$ cat src/rtl/sk9822_frame_src_if.sv
// Word stream from the frame source to the SK9822 serializer.
// Words move on a rising edge where out_valid and out_ready are both high.
interface sk9822_frame_src_if;
    logic        out_valid;
    logic        out_ready;
    logic [31:0] out_word;
    logic        out_last;

    modport master (
        output out_valid,
        output out_word,
        output out_last,
        input  out_ready
    );

    modport slave (
        input  out_valid,
        input  out_word,
        input  out_last,
        output out_ready
    );
endinterface

$ cat src/rtl/sk9822_frame_src.sv
// SK9822 frame source: double-buffered LED colours streamed as start, LED and end words.
// First word one cycle after a request (plus LED_NUM copy cycles on commit); holds word while out_ready low.
module sk9822_frame_src #(
    parameter int unsigned LED_NUM    = 11,
    parameter int unsigned CLK_FRE    = 27_000_000,
    parameter int unsigned REFRESH_HZ = 60,
    parameter logic [4:0]  DEF_BRIGHT = 5'b01111
) (
    input  logic               clk,
    input  logic               rst_n,
    input  logic               wr_en,
    input  logic [7:0]         wr_addr,
    input  logic [28:0]        wr_data,
    input  logic               commit,
    input  logic               start,
    sk9822_frame_src_if.master out_if,
    output logic               busy,
    output logic               frame_done
);

    localparam int unsigned END_WORDS  = (LED_NUM + 63) / 64;
    localparam int unsigned AW         = (LED_NUM > 1) ? $clog2(LED_NUM) : 1;
    localparam logic [AW-1:0] LAST_IDX = AW'(LED_NUM - 1);
    localparam logic [2:0]  LAST_END   = 3'(END_WORDS - 1);
    localparam logic [8:0]  LED_LIMIT  = 9'(LED_NUM);
    localparam logic [28:0] DEF_ENTRY  = {DEF_BRIGHT, 24'h00_0000};

    localparam int unsigned PERIOD_RAW = (REFRESH_HZ == 0) ? 1 : CLK_FRE / REFRESH_HZ;
    localparam int unsigned PERIOD     = (PERIOD_RAW == 0) ? 1 : PERIOD_RAW;
    localparam logic [31:0] TMR_LAST   = 32'(PERIOD - 1);

    typedef enum logic [2:0] {
        S_IDLE,
        S_COPY,
        S_START,
        S_LED,
        S_END
    } state_t;

    logic [28:0] staging_q [LED_NUM];
    logic [28:0] active_q  [LED_NUM];

    state_t        state_q;
    logic          req_pend_q;
    logic          commit_pend_q;
    logic [AW-1:0] idx_q;
    logic [2:0]    end_cnt_q;
    logic          out_valid_q;
    logic [31:0]   out_word_q;
    logic          out_last_q;
    logic          busy_q;
    logic          done_q;
    logic [31:0]   timer_q;

    logic addr_ok;
    logic tick;
    logic xfer;
    logic copy_bypass;

    function automatic logic [31:0] led_word(input logic [28:0] entry);
        return {3'b111, entry};
    endfunction

    assign addr_ok     = ({1'b0, wr_addr} < LED_LIMIT);
    assign tick        = (REFRESH_HZ != 0) && (timer_q == TMR_LAST);
    assign xfer        = out_valid_q && out_if.out_ready;
    // A write landing on the entry being copied this cycle must reach active too.
    assign copy_bypass = wr_en && addr_ok && (wr_addr[AW-1:0] == idx_q);

    assign out_if.out_valid = out_valid_q;
    assign out_if.out_word  = out_word_q;
    assign out_if.out_last  = out_last_q;
    assign busy             = busy_q;
    assign frame_done       = done_q;

    always_ff @(posedge clk or negedge rst_n) begin
        if (!rst_n) begin
            timer_q <= '0;
        end else if (REFRESH_HZ == 0) begin
            timer_q <= '0;
        end else if (tick) begin
            timer_q <= '0;
        end else begin
            timer_q <= timer_q + 32'd1;
        end
    end

    always_ff @(posedge clk or negedge rst_n) begin
        if (!rst_n) begin
            staging_q <= '{default: DEF_ENTRY};
        end else if (wr_en && addr_ok) begin
            staging_q[wr_addr[AW-1:0]] <= wr_data;
        end
    end

    always_ff @(posedge clk or negedge rst_n) begin
        if (!rst_n) begin
            state_q       <= S_IDLE;
            req_pend_q    <= 1'b0;
            commit_pend_q <= 1'b0;
            idx_q         <= '0;
            end_cnt_q     <= '0;
            out_valid_q   <= 1'b0;
            out_word_q    <= '0;
            out_last_q    <= 1'b0;
            busy_q        <= 1'b0;
            done_q        <= 1'b0;
            active_q      <= '{default: DEF_ENTRY};
        end else begin
            done_q <= 1'b0;

            // New requests win over the clear so one arriving as IDLE exits is not lost.
            if (start || tick) begin
                req_pend_q <= 1'b1;
            end else if (state_q == S_IDLE) begin
                req_pend_q <= 1'b0;
            end

            if (commit) begin
                commit_pend_q <= 1'b1;
            end else if (state_q == S_IDLE && req_pend_q) begin
                commit_pend_q <= 1'b0;
            end

            unique case (state_q)
                S_IDLE: begin
                    if (req_pend_q) begin
                        busy_q <= 1'b1;
                        idx_q  <= '0;
                        if (commit_pend_q) begin
                            state_q <= S_COPY;
                        end else begin
                            state_q     <= S_START;
                            out_valid_q <= 1'b1;
                            out_word_q  <= '0;
                        end
                    end
                end

                S_COPY: begin
                    active_q[idx_q] <= copy_bypass ? wr_data : staging_q[idx_q];
                    if (idx_q == LAST_IDX) begin
                        state_q     <= S_START;
                        idx_q       <= '0;
                        out_valid_q <= 1'b1;
                        out_word_q  <= '0;
                    end else begin
                        idx_q <= idx_q + AW'(1);
                    end
                end

                S_START: begin
                    if (xfer) begin
                        state_q    <= S_LED;
                        out_word_q <= led_word(active_q[0]);
                    end
                end

                S_LED: begin
                    if (xfer) begin
                        if (idx_q == LAST_IDX) begin
                            state_q    <= S_END;
                            end_cnt_q  <= '0;
                            out_word_q <= 32'hFFFF_FFFF;
                            out_last_q <= (END_WORDS == 1);
                        end else begin
                            idx_q      <= idx_q + AW'(1);
                            out_word_q <= led_word(active_q[idx_q + AW'(1)]);
                        end
                    end
                end

                S_END: begin
                    if (xfer) begin
                        if (end_cnt_q == LAST_END) begin
                            state_q     <= S_IDLE;
                            out_valid_q <= 1'b0;
                            out_word_q  <= '0;
                            out_last_q  <= 1'b0;
                            busy_q      <= 1'b0;
                            done_q      <= 1'b1;
                        end else begin
                            end_cnt_q  <= end_cnt_q + 3'd1;
                            out_last_q <= ((end_cnt_q + 3'd1) == LAST_END);
                        end
                    end
                end

                default: state_q <= S_IDLE;
            endcase
        end
    end

endmodule

$ cat src/flat_wrapper.sv
// flat-port wrapper written by rule: the top's interface ports become plain ports
module sk9822_frame_src_flat 
#(
    parameter int unsigned LED_NUM    = 11,
    parameter int unsigned CLK_FRE    = 27_000_000,
    parameter int unsigned REFRESH_HZ = 60,
    parameter logic [4:0]  DEF_BRIGHT = 5'b01111
)
  (clk, rst_n, wr_en, wr_addr, wr_data, commit, start, busy, frame_done, out_if_out_valid, out_if_out_word, out_if_out_last, out_if_out_ready);
  sk9822_frame_src_if out_if_i ();
  input  logic clk;
  input  logic rst_n;
  input  logic wr_en;
  input  logic [7:0] wr_addr;
  input  logic [28:0] wr_data;
  input  logic commit;
  input  logic start;
  output logic busy;
  output logic frame_done;
  output wire logic [$bits(out_if_i.out_valid)-1:0] out_if_out_valid;
  output wire logic [$bits(out_if_i.out_word)-1:0] out_if_out_word;
  output wire logic [$bits(out_if_i.out_last)-1:0] out_if_out_last;
  input wire logic [$bits(out_if_i.out_ready)-1:0] out_if_out_ready;
  assign out_if_out_valid = out_if_i.out_valid;
  assign out_if_out_word = out_if_i.out_word;
  assign out_if_out_last = out_if_i.out_last;
  assign out_if_i.out_ready = out_if_out_ready;
  sk9822_frame_src #(.LED_NUM(LED_NUM), .CLK_FRE(CLK_FRE), .REFRESH_HZ(REFRESH_HZ), .DEF_BRIGHT(DEF_BRIGHT)) u_core (.clk(clk), .rst_n(rst_n), .wr_en(wr_en), .wr_addr(wr_addr), .wr_data(wr_data), .commit(commit), .start(start), .out_if(out_if_i), .busy(busy), .frame_done(frame_done));
endmodule
$ cat config.mk
export PLATFORM = sky130hd
export DESIGN_NAME = sk9822_frame_src_flat
export DESIGN_NICKNAME = d
export VERILOG_FILES = /design/src/rtl/sk9822_frame_src_if.sv /design/src/rtl/sk9822_frame_src.sv /design/src/flat_wrapper.sv
export SDC_FILE = /design/constraint.sdc
export NUM_CORES = 1
export LEC_CHECK = 0
export BUFFER_PORTS_ARGS = -buffer_cell sky130_fd_sc_hd__buf_2
export CORE_UTILIZATION = 40
export CTS_BUF_LIST = sky130_fd_sc_hd__clkbuf_4 sky130_fd_sc_hd__clkbuf_8 sky130_fd_sc_hd__clkbuf_16
export DETAILED_ROUTE_END_ITERATION = 8
export GPL_TIMING_DRIVEN = 0
export SLEW_MARGIN = 15
export SYNTH_ARGS = -nofsm -noshare
export SYNTH_HDL_FRONTEND = slang
export SYNTH_SLANG_ARGS = --single-unit
$ cat constraint.sdc
create_clock -name clk -period 7.4 [get_ports clk]
set_input_delay 0.37 -clock clk [delete_from_list [all_inputs] [get_ports clk]]
set_output_delay 0.37 -clock clk [all_outputs]
set_load 0.005 [all_outputs]
==> flow_summary.ini, run 1 <==
[worst_setup_path]
timing.critical_path.required_ps = 7920
crit_path_end = u_core.out_if.out_word[12]
timing.critical_path.cells = buf_2, buf_2, inv_2, clkbuf_1, ha_1, clkbuf_1, clkbuf_1, clkbuf_1, mux4_2, nand2_1, a21oi_1, o32a_1
criticalPathCategory = register to register
critical_path.reg2reg.startpoint = u_core.idx_q[0]
crit_family = buffers and inverters
critPathCaptureType = register
worstPathBufferInverterCount = 7
startpoint = u_core.idx_q[0]
cp_max_fo = 11
cp.arrival_ps = 5370
critical_path_depth = 12
path_common_cell = clkbuf_1
crit-reg2reg-capture = u_core.out_if.out_word[12]
critical_path_cell_with_the_highest_stage_delay = clkbuf_1
reg2reg_setup_slack_ps = 2550
timing.reg2reg.worst_path_depth = 12
critPathMaxStageDelay_ps = 770
cp-start-kind = register

[layout]
area_growth_syn_to_fin_pct = 14.0
fill_cells = 7327
final_core_utilization = 0.464
drive_gt1_frac = 0.288
fin_nets = 2987
antenna-diode-count = 0

[power_and_ir_drop]
powerDensity_mw_per_mm2 = 355
finalPower_mw = 13.3
power.static_leakage_nw = 15.7
vdd_ir_drop_max_v = 0.000170

[routing]
drt_first_iter_violations = 1994
drt-vias-per-instance = 5.83
drt_pass1_iterations = 6
remaining_design_rule_violation_count = 0
routed_wl_um = 95600
detailroute.via_count = 23700
antenna_left = 0
wire_per_inst_um = 23.6

[yosys]
yosys_warnings = 0
synthesis.nets = 2818
asyncSetResetFlopFracSynth = 1.00
ys_seq_elements = 716
synth_edf_count = 0
synth_cell_types = 60
syn_area_per_cell_um2 = 11.9
dominantRegCellSynth = dfrtp_1
leading_cell_types_by_total_area_after_synthesis = dfrtp_1, mux2_2, mux4_2
netlist.top_cell.by_area = dfrtp_1
yosysSeqAreaShare = 0.547
synthesis.area_mm2 = 0.0329
postSynthCellCount = 2767
yosysTopAreaCellShare = 0.477

[timing]
slew_limit_fails = 0
setup_viol_count_final = 0
fmax_mhz = 206
skew_ps = 30.6
grt_setup_unrepaired = no
worst-slew-pin-transition_ps = 1120
timing.max_slew.rel_slack = 0.254
fin_crit_sh = 0.655
finalWorstPathRequiredPeriod_ps = 4850
timing_hold_violations_final = 0
hold_slack_ps = 26.9

[cts]
cts_htree_levels = 3
clock_tree.buffer_depth = 3
numCtsBuffers = 79
cts_repair_resize_count = 0
root_cell_of_the_clock_tree = clkbuf_16
clk_latency_ps = 640
clock_tree_from_tritoncts = yes
clock_sinks = 716
path_clk_slew_ps = 60

[global_route]
first_global_vias = 24600
grt_max_degree = 117
antenna_found_initial = 5
gr-usage-all-layers = 0.234
first_pass_grt_wire_length_um = 149000
overflow = 0

[outcome]
status = complete, no violations

[die]
design.die.area_mm2 = 0.0835
initial_core_util = 0.407
floorplan.core_area_mm2 = 0.0809
placement_rows = 104
overall_die_width_um = 289
top_level_ports = 79
fp.dieH_um = 289

[flow_run]
drv_cap = 0

[placed_design]
port_buffers = 77
gp_congestion = 0.913
hpwlAfterDp_um = 68700

[hold_path]
hp-class = primary input to register
[where the power goes]
group	internal (mW)	switching, mW
clock network	2.39	1.61
logic	1.69	2.47
registers	4.71	0.459
total	8.80	4.55
[state kept, by name, indices dropped and copies added, names as in the netlist]
signal / cells
u_core.out_if.out_valid: 1
u_core.out_if.out_word: 30
u_core.timer_q: 32
u_core.staging_q: 319
u_core.commit_pend_q: 1
u_core.state_q: 3
u_core.active_q: 319
u_core.out_if.out_last: 1
u_core.end_cnt_q: 3
u_core.frame_done: 1
u_core.idx_q: 4
u_core.busy: 1
u_core.req_pend_q: 1
[final cells by class]
| class | count | area, um2 | share of cell area |
|---|---|---|---|
| multi-input combinational | 1756 | 13700 | 0.364 |
| timing repair buffer | 88 | 628 | 0.0167 |
| tap | 1060 | 1330 | 0.0353 |
| buffer | 286 | 1220 | 0.0324 |
| inverter | 9 | 33.8 | 0.000900 |
| clock inverter | 24 | 248 | 0.00660 |
| clock buffer | 117 | 2400 | 0.0640 |
| sequential | 716 | 18000 | 0.480 |
[stage by stage]
step / area (um2) / setup slack (ps) / instances / setup TNS (ps)
detailed placement: 34900 / 2640 / 3911 / 0
finish: 37600 / 2550 / 4056 / 0
global placement: 34600 / -8340 / 3904 / -5486420
floorplan: 32900 / 4230 / 2767 / 0
global route: 37600 / 2370 / 4056 / 0
CTS: 37600 / 2630 / 4056 / 0
[cells in the mapped netlist (44+ instances only)]
library cell	instances
a21oi_1	96
a31oi_1	308
buf_1	49
buf_2	91
clkbuf_1	140
dfrtp_1	628
dfstp_2	88
mux2_2	321
mux4_2	116
nand2_1	140
nand3_1	44
nor2_1	369
[worst min-delay path by stage]
stage                      startpoint                    to  depth (start not counted)
floorplan                       rst_n    u_core.active_q[0]                          0
global placement    u_core.timer_q[0]     u_core.timer_q[0]                          1
detailed placement              rst_n    u_core.timer_q[31]                          1
CTS                        wr_data[6]   u_core.staging_q[6]                          2
global route              wr_data[27]  u_core.staging_q[56]                          2
finish                     wr_data[6]   u_core.staging_q[6]                          2
[worst register-to-register path, delay by kind of cell, from the launching register on]
family / cells / cell delay, ps
buffers and inverters: 7 / 3030
muxes: 1 / 440
adders and majority gates: 1 / 410
AOI/OAI and AO/OA: 2 / 400
DFF: 1 / 380
and+or+nand+nor: 1 / 90
[per-layer routing]
layer	vias up	track usage	share of wire
li1	10400	-	-
met1	12100	0.303	0.41
met2	891	0.390	0.49
met3	194	0.0384	0.064
met4	8	0.0962	0.036
met5	-	0	0.00042
[what timing repair did]
item                      in CTS  in global routing
buffers inserted               0                  0
hold buffers                   4                  0
hold endpoints to repair      66                  0
[logic make-up after synthesis]
| group | synth area share |
|---|---|
| flops | 0.547 |
| simple gates | 0.0866 |
| compound gates | 0.112 |
| mux | 0.204 |
| buf+inv | 0.0380 |
| xor+xnor | 0.00904 |
| fa+ha+maj | 0.00304 |
[placed cells by master, fill, tap and decap left out, types with 29 or more instances in the layout]
| master | n |
|---|---|
| dfrtp_1 | 628 |
| nor2_1 | 369 |
| mux2_2 | 321 |
| a31oi_1 | 308 |
| buf_2 | 167 |
| clkbuf_1 | 140 |
| nand2_1 | 140 |
| mux4_2 | 116 |
| a21oi_1 | 96 |
| dfstp_2 | 88 |
| clkbuf_16 | 80 |
| buf_1 | 49 |
| nand3_1 | 44 |
| o21ai_0 | 40 |
| mux2i_1 | 33 |
| nor2b_1 | 32 |
| o32a_1 | 30 |
| o31ai_1 | 29 |
No activity file was read; power rests on OpenSTA's default activity.
==> inputs of run 2 (changes only) <==
==> constraint.sdc (replaced) <==
create_clock -name clk -period 4.76 [get_ports clk]
set_input_delay 0.238 -clock clk [delete_from_list [all_inputs] [get_ports clk]]
set_output_delay 0.238 -clock clk [all_outputs]
set_load 0.005 [all_outputs]
==> run 2 against run 1 <==
First-iteration DRC count is 0.85% higher. Flip-flop and latch count is the same. Design area grew 0.75%. Die area unchanged. Critical path depth did not move. Global-route usage is essentially flat.
==> flow_summary.ini, run 2 (same netlist as run 1, synthesis figures left out) <==
[outcome]
status = complete, no violations

[die]
overall_die_width_um = 289
initial_core_util = 0.407
fp.dieH_um = 289
placement_rows = 104
top_level_ports = 79
floorplan.core_area_mm2 = 0.0809
design.die.area_mm2 = 0.0835

[placed_design]
dp_cells = 3911
dp_slack_ps = 3.09
port_buffers = 77
gp_congestion = 0.913
dpl-instance-area_mm2 = 0.0349
hpwlAfterDp_um = 68700

[global_route]
first_global_vias = 24700
grt_max_degree = 117
first_pass_grt_wire_length_um = 149000
gr-usage-all-layers = 0.234
overflow = 0
antenna_found_initial = 5

[worst_setup_path]
cp_max_fo = 11
startpoint = u_core.idx_q[0]
reg2reg_setup_slack_ps = 300
timing.reg2reg.worst_path_depth = 12
critical_path_cell_with_the_highest_stage_delay = clkbuf_1
crit_family = buffers and inverters
cp.arrival_ps = 4970
path_common_cell = clkbuf_1
timing.critical_path.required_ps = 5270
crit-reg2reg-capture = u_core.out_if.out_word[6]
crit_path_end = u_core.out_if.out_word[6]
timing.critical_path.cells = buf_2, buf_2, inv_2, clkbuf_1, ha_1, clkbuf_1, clkbuf_1, mux2i_1, nor2_1, a21oi_1, o21ai_0, o32a_1
critPathCaptureType = register
worstPathBufferInverterCount = 6
criticalPathCategory = register to register
critPathMaxStageDelay_ps = 890
cp-start-kind = register
critical_path.reg2reg.startpoint = u_core.idx_q[0]
critical_path_depth = 12

[routing]
wire_per_inst_um = 23.5
detailroute.via_count = 23700
routed_wl_um = 95900
remaining_design_rule_violation_count = 0
drt_pass1_iterations = 6
antenna_left = 0
drt-vias-per-instance = 5.81
drt_first_iter_violations = 2011

[layout]
layout_common_cells = dfrtp_1, nor2_1, mux2_2, a31oi_1, buf_2
final_core_utilization = 0.467
total_area_of_multi_input_combinational_cells_mm2 = 0.0137
fin_nets = 3015
reg_top3 = u_core.active_q (319), u_core.staging_q (319), u_core.timer_q (32)
area_growth_syn_to_fin_pct = 14.9
fin_area_mm2 = 0.0378
layout_commonest_cell = dfrtp_1
drive_gt1_frac = 0.286
fill_cells = 7315
stdcell_count = 4084
antenna-diode-count = 0
regArea_mm2 = 0.0180

[timing]
timing.max_slew.rel_slack = 0.251
skew_ps = 31.3
post-route-worst-setup-slack_ps = 299
finalWorstPathRequiredPeriod_ps = 4460
hold_slack_ps = 160
fin_crit_sh = 0.937
timing_hold_violations_final = 0
grt_setup_unrepaired = no
slew_limit_fails = 0
fmax_mhz = 224
setup_viol_count_final = 0
fin_setup_tns_ps = 0
worst-slew-pin-transition_ps = 1120

[power_and_ir_drop]
power.static_leakage_nw = 15.8
vdd_ir_drop_max_v = 0.000263
powerDensity_mw_per_mm2 = 549
finalPower_mw = 20.8

[cts]
root_cell_of_the_clock_tree = clkbuf_16
path_clk_slew_ps = 60
clk_latency_ps = 640
clock_tree_from_tritoncts = yes
postCtsSetupBuffers = 0
cts_htree_levels = 3
clock_tree.buffer_depth = 3
numCtsBuffers = 79
clock_sinks = 716

[hold_path]
hp-class = primary input to async pin

[flow_run]
drv_cap = 0
-- run 2: cell count changes in the layout (fill, tap and decap cells not counted), sizes merged --
cell | before | now
dlygate4sd3 | 4 | 32
-- run 2: area by class of cell --
class / instances / share of cell area
sequential: 716 / 0.476
multi-input combinational: 1756 / 0.361
clock buffer: 117 / 0.0636
tap: 1060 / 0.0351
buffer: 286 / 0.0322
timing repair buffer: 116 / 0.0240
clock inverter: 24 / 0.00655
inverter: 9 / 0.000893
-- run 2: power breakdown --
part           total, mW  leakage, nW  switching [mW]  internal, mW
clock               6.22         1.34            2.50          3.71
sequential          8.04         8.33           0.714          7.33
combinational       6.50         6.12            3.85          2.65
total               20.8         15.8            7.07          13.7
-- run 2: how the worst min path moves through the flow --
stage	to	slack, ps	cells after the start
after floorplan	u_core.active_q[0]	-60	0
after global placement	u_core.req_pend_q	430	2
after detailed placement	u_core.timer_q[31]	250	1
after CTS	u_core.frame_done	150	3
after global routing	u_core.frame_done	170	3
final	u_core.timer_q[31]	160	2
-- run 2: timing repair --
| item | in CTS | in global routing |
|---|---|---|
| endpoints found under the hold margin | 121 | 0 |
| gates resized for setup | 1 | 2 |
| pin swaps | 0 | 0 |
| setup endpoints to repair | 4 | 9 |
| hold buffers | 32 | 0 |
-- run 2: layer usage --
layer | vias to the layer above | wire length [um] | GRT usage
li1 | 10500 | - | -
met1 | 12200 | 39500 | 0.303
met2 | 880 | 47200 | 0.390
met3 | 185 | 5760 | 0.0394
met4 | 8 | 3380 | 0.0966
met5 | - | 37 | 0
-- run 2: worst register-to-register path, delay by kind of cell (launching register included) --
| kind | cells | cell delay, ps |
|---|---|---|
| muxes | 1 | 280 |
| AOI/OAI and AO/OA | 3 | 780 |
| buffers and inverters | 6 | 2420 |
| DFF | 1 | 380 |
| and+or+nand+nor | 1 | 60 |
| adders and majority gates | 1 | 420 |
==> inputs of run 3 (changes only) <==
--- a/config.mk
+++ b/config.mk
@@ -6,10 +6,11 @@
 export NUM_CORES = 1
 export LEC_CHECK = 0
 export BUFFER_PORTS_ARGS = -buffer_cell sky130_fd_sc_hd__buf_2
-export CORE_UTILIZATION = 40
+export CORE_UTILIZATION = 54
 export CTS_BUF_LIST = sky130_fd_sc_hd__clkbuf_4 sky130_fd_sc_hd__clkbuf_8 sky130_fd_sc_hd__clkbuf_16
 export DETAILED_ROUTE_END_ITERATION = 8
 export GPL_TIMING_DRIVEN = 0
+export PLACE_DENSITY = 0.7
 export SLEW_MARGIN = 15
 export SYNTH_ARGS = -nofsm -noshare
 export SYNTH_HDL_FRONTEND = slang
==> run 3 against run 2 <==
Register-to-register slack got worse by 20 ps. Utilization rose by 15 points. Count of clock-buffer cells in the layout rose by 1. Total power fell by 0.86%. Design area fell by 1.2%. Hold slack got worse by 120 ps. Combinational power barely moved. Via count rose by 0.24%. Die area fell by 26%. Sequential power barely moved. Critical path type unchanged. Critical endpoint is now u_core.out_if.out_word[27]. Largest cell class unchanged.
==> flow_summary.ini, run 3 (same netlist as run 1, synthesis figures left out) <==
[layout]
area_growth_syn_to_fin_pct = 13.5
layout_commonest_cell = dfrtp_1
final_core_utilization = 0.620
reg_top3 = u_core.active_q (319), u_core.staging_q (319), u_core.timer_q (32)
drive_gt1_frac = 0.285
antenna-diode-count = 0
fin_nets = 3011
fin_area_mm2 = 0.0374
layout_common_cells = dfrtp_1, nor2_1, mux2_2, a31oi_1, buf_2

[cts]
numCtsBuffers = 75
root_cell_of_the_clock_tree = clkbuf_16
path_clk_slew_ps = 60
clock_tree_from_tritoncts = yes
clock_tree.buffer_depth = 3
cts_htree_levels = 3
clk_latency_ps = 620
clock_sinks = 716

[routing]
routed_wl_um = 92400
drt_first_iter_violations = 2181
antenna_left = 0
wire_per_inst_um = 24.3
drt_pass1_iterations = 6
detailroute.via_count = 23800
remaining_design_rule_violation_count = 0
drt-vias-per-instance = 6.25

[die]
overall_die_width_um = 249
fp.dieH_um = 249
floorplan.core_area_mm2 = 0.0604
initial_core_util = 0.546
placement_rows = 90
top_level_ports = 79
design.die.area_mm2 = 0.0620

[placed_design]
dpl-instance-area_mm2 = 0.0345
port_buffers = 77
gp_congestion = 0.920
hpwlAfterDp_um = 65300
dp_slack_ps = 125

[power_and_ir_drop]
powerDensity_mw_per_mm2 = 550
finalPower_mw = 20.6
vdd_ir_drop_max_v = 0.000309
power.static_leakage_nw = 15.8

[timing]
skew_ps = 18.3
fin_crit_sh = 0.942
timing.max_slew.rel_slack = 0.213
finalWorstPathRequiredPeriod_ps = 4490
timing_hold_violations_final = 0
slew_limit_fails = 0
fmax_mhz = 223
grt_setup_unrepaired = no
setup_viol_count_final = 0
hold_slack_ps = 41.8
post-route-worst-setup-slack_ps = 274
worst-slew-pin-transition_ps = 1170

[worst_setup_path]
cp.arrival_ps = 4980
cp_max_fo = 11
timing.critical_path.required_ps = 5260
crit-reg2reg-capture = u_core.out_if.out_word[27]
critical_path.reg2reg.startpoint = u_core.idx_q[0]
criticalPathCategory = register to register
timing.reg2reg.worst_path_depth = 12
reg2reg_setup_slack_ps = 270
critPathCaptureType = register
cp-start-kind = register
startpoint = u_core.idx_q[0]

[global_route]
gr-usage-all-layers = 0.302
antenna_found_initial = 0
overflow = 0
first_global_vias = 24500
grt_max_degree = 112
first_pass_grt_wire_length_um = 143000

[outcome]
status = complete, no violations

[hold_path]
hold_path_startpoint = out_if_out_ready
whs_endpoint = u_core.frame_done
hp-class = primary input to register
number_of_stages_on_the_worst_hold_path = 3

[flow_run]
drv_cap = 0
[run 3: layout make-up]
type	instances	area [um2]
Buffer	286	1220
Clock buffer	118	2410
Clock inverter	19	155
Fill cell	4772	23000
Inverter	9	33.8
Multi-Input combinational cell	1756	13700
Sequential cell	716	18000
Tap cell	782	978
Timing Repair Buffer	116	908
[run 3: worst max path at each step]
stage | to | slack, ps | cells after the start
3_5_place_dp | u_core.out_if.out_word[13] | 130 | 12
6_report | u_core.out_if.out_word[27] | 270 | 12
3_3_place_gp | u_core.staging_q[109] | -10750 | 1
5_1_grt | u_core.out_if.out_word[27] | 190 | 12
4_1_cts | u_core.out_if.out_word[16] | 120 | 12
2_1_floorplan | u_core.out_if.out_word[10] | 1590 | 12
[run 3: stage by stage]
stage / TNS (ps) / std cells
finish: 0 / 3802
global route: 0 / 3802
detailed placement: 0 / 3633
global placement: -7233690 / 3626
floorplan: 0 / 2767
CTS: 0 / 3802
[run 3: worst max-delay path, cell delays in order, from the launching register on]
cell      delay, ps
dfrtp_1         390
buf_2           270
buf_2           370
inv_2           110
clkbuf_1        330
ha_1            400
clkbuf_1        450
clkbuf_2        450
clkbuf_1        630
mux4_2          430
nand2_1         100
a21oi_1          90
o32a_1          330
[run 3: metal layers]
metal | share of wire | GRT usage
met5 | 0 | 0
met4 | 0.041 | 0.132
met3 | 0.072 | 0.0580
met2 | 0.48 | 0.493
met1 | 0.40 | 0.395
[run 3: power breakdown]
| group | leakage [nW] | internal (mW) | switching [mW] |
|---|---|---|---|
| sequential | 8.33 | 7.32 | 0.709 |
| clock | 1.30 | 3.60 | 2.44 |
| combinational | 6.12 | 2.65 | 3.86 |
| total | 15.8 | 13.6 | 7.01 |
[run 3: timing repair]
item / 4_1_cts / 5_1_grt
hold buffers: 32 / 0
setup buffers: 0 / 0
endpoints found under the hold margin: 111 / 0
resized for setup: 0 / 4
endpoints found under the setup margin: 0 / 19
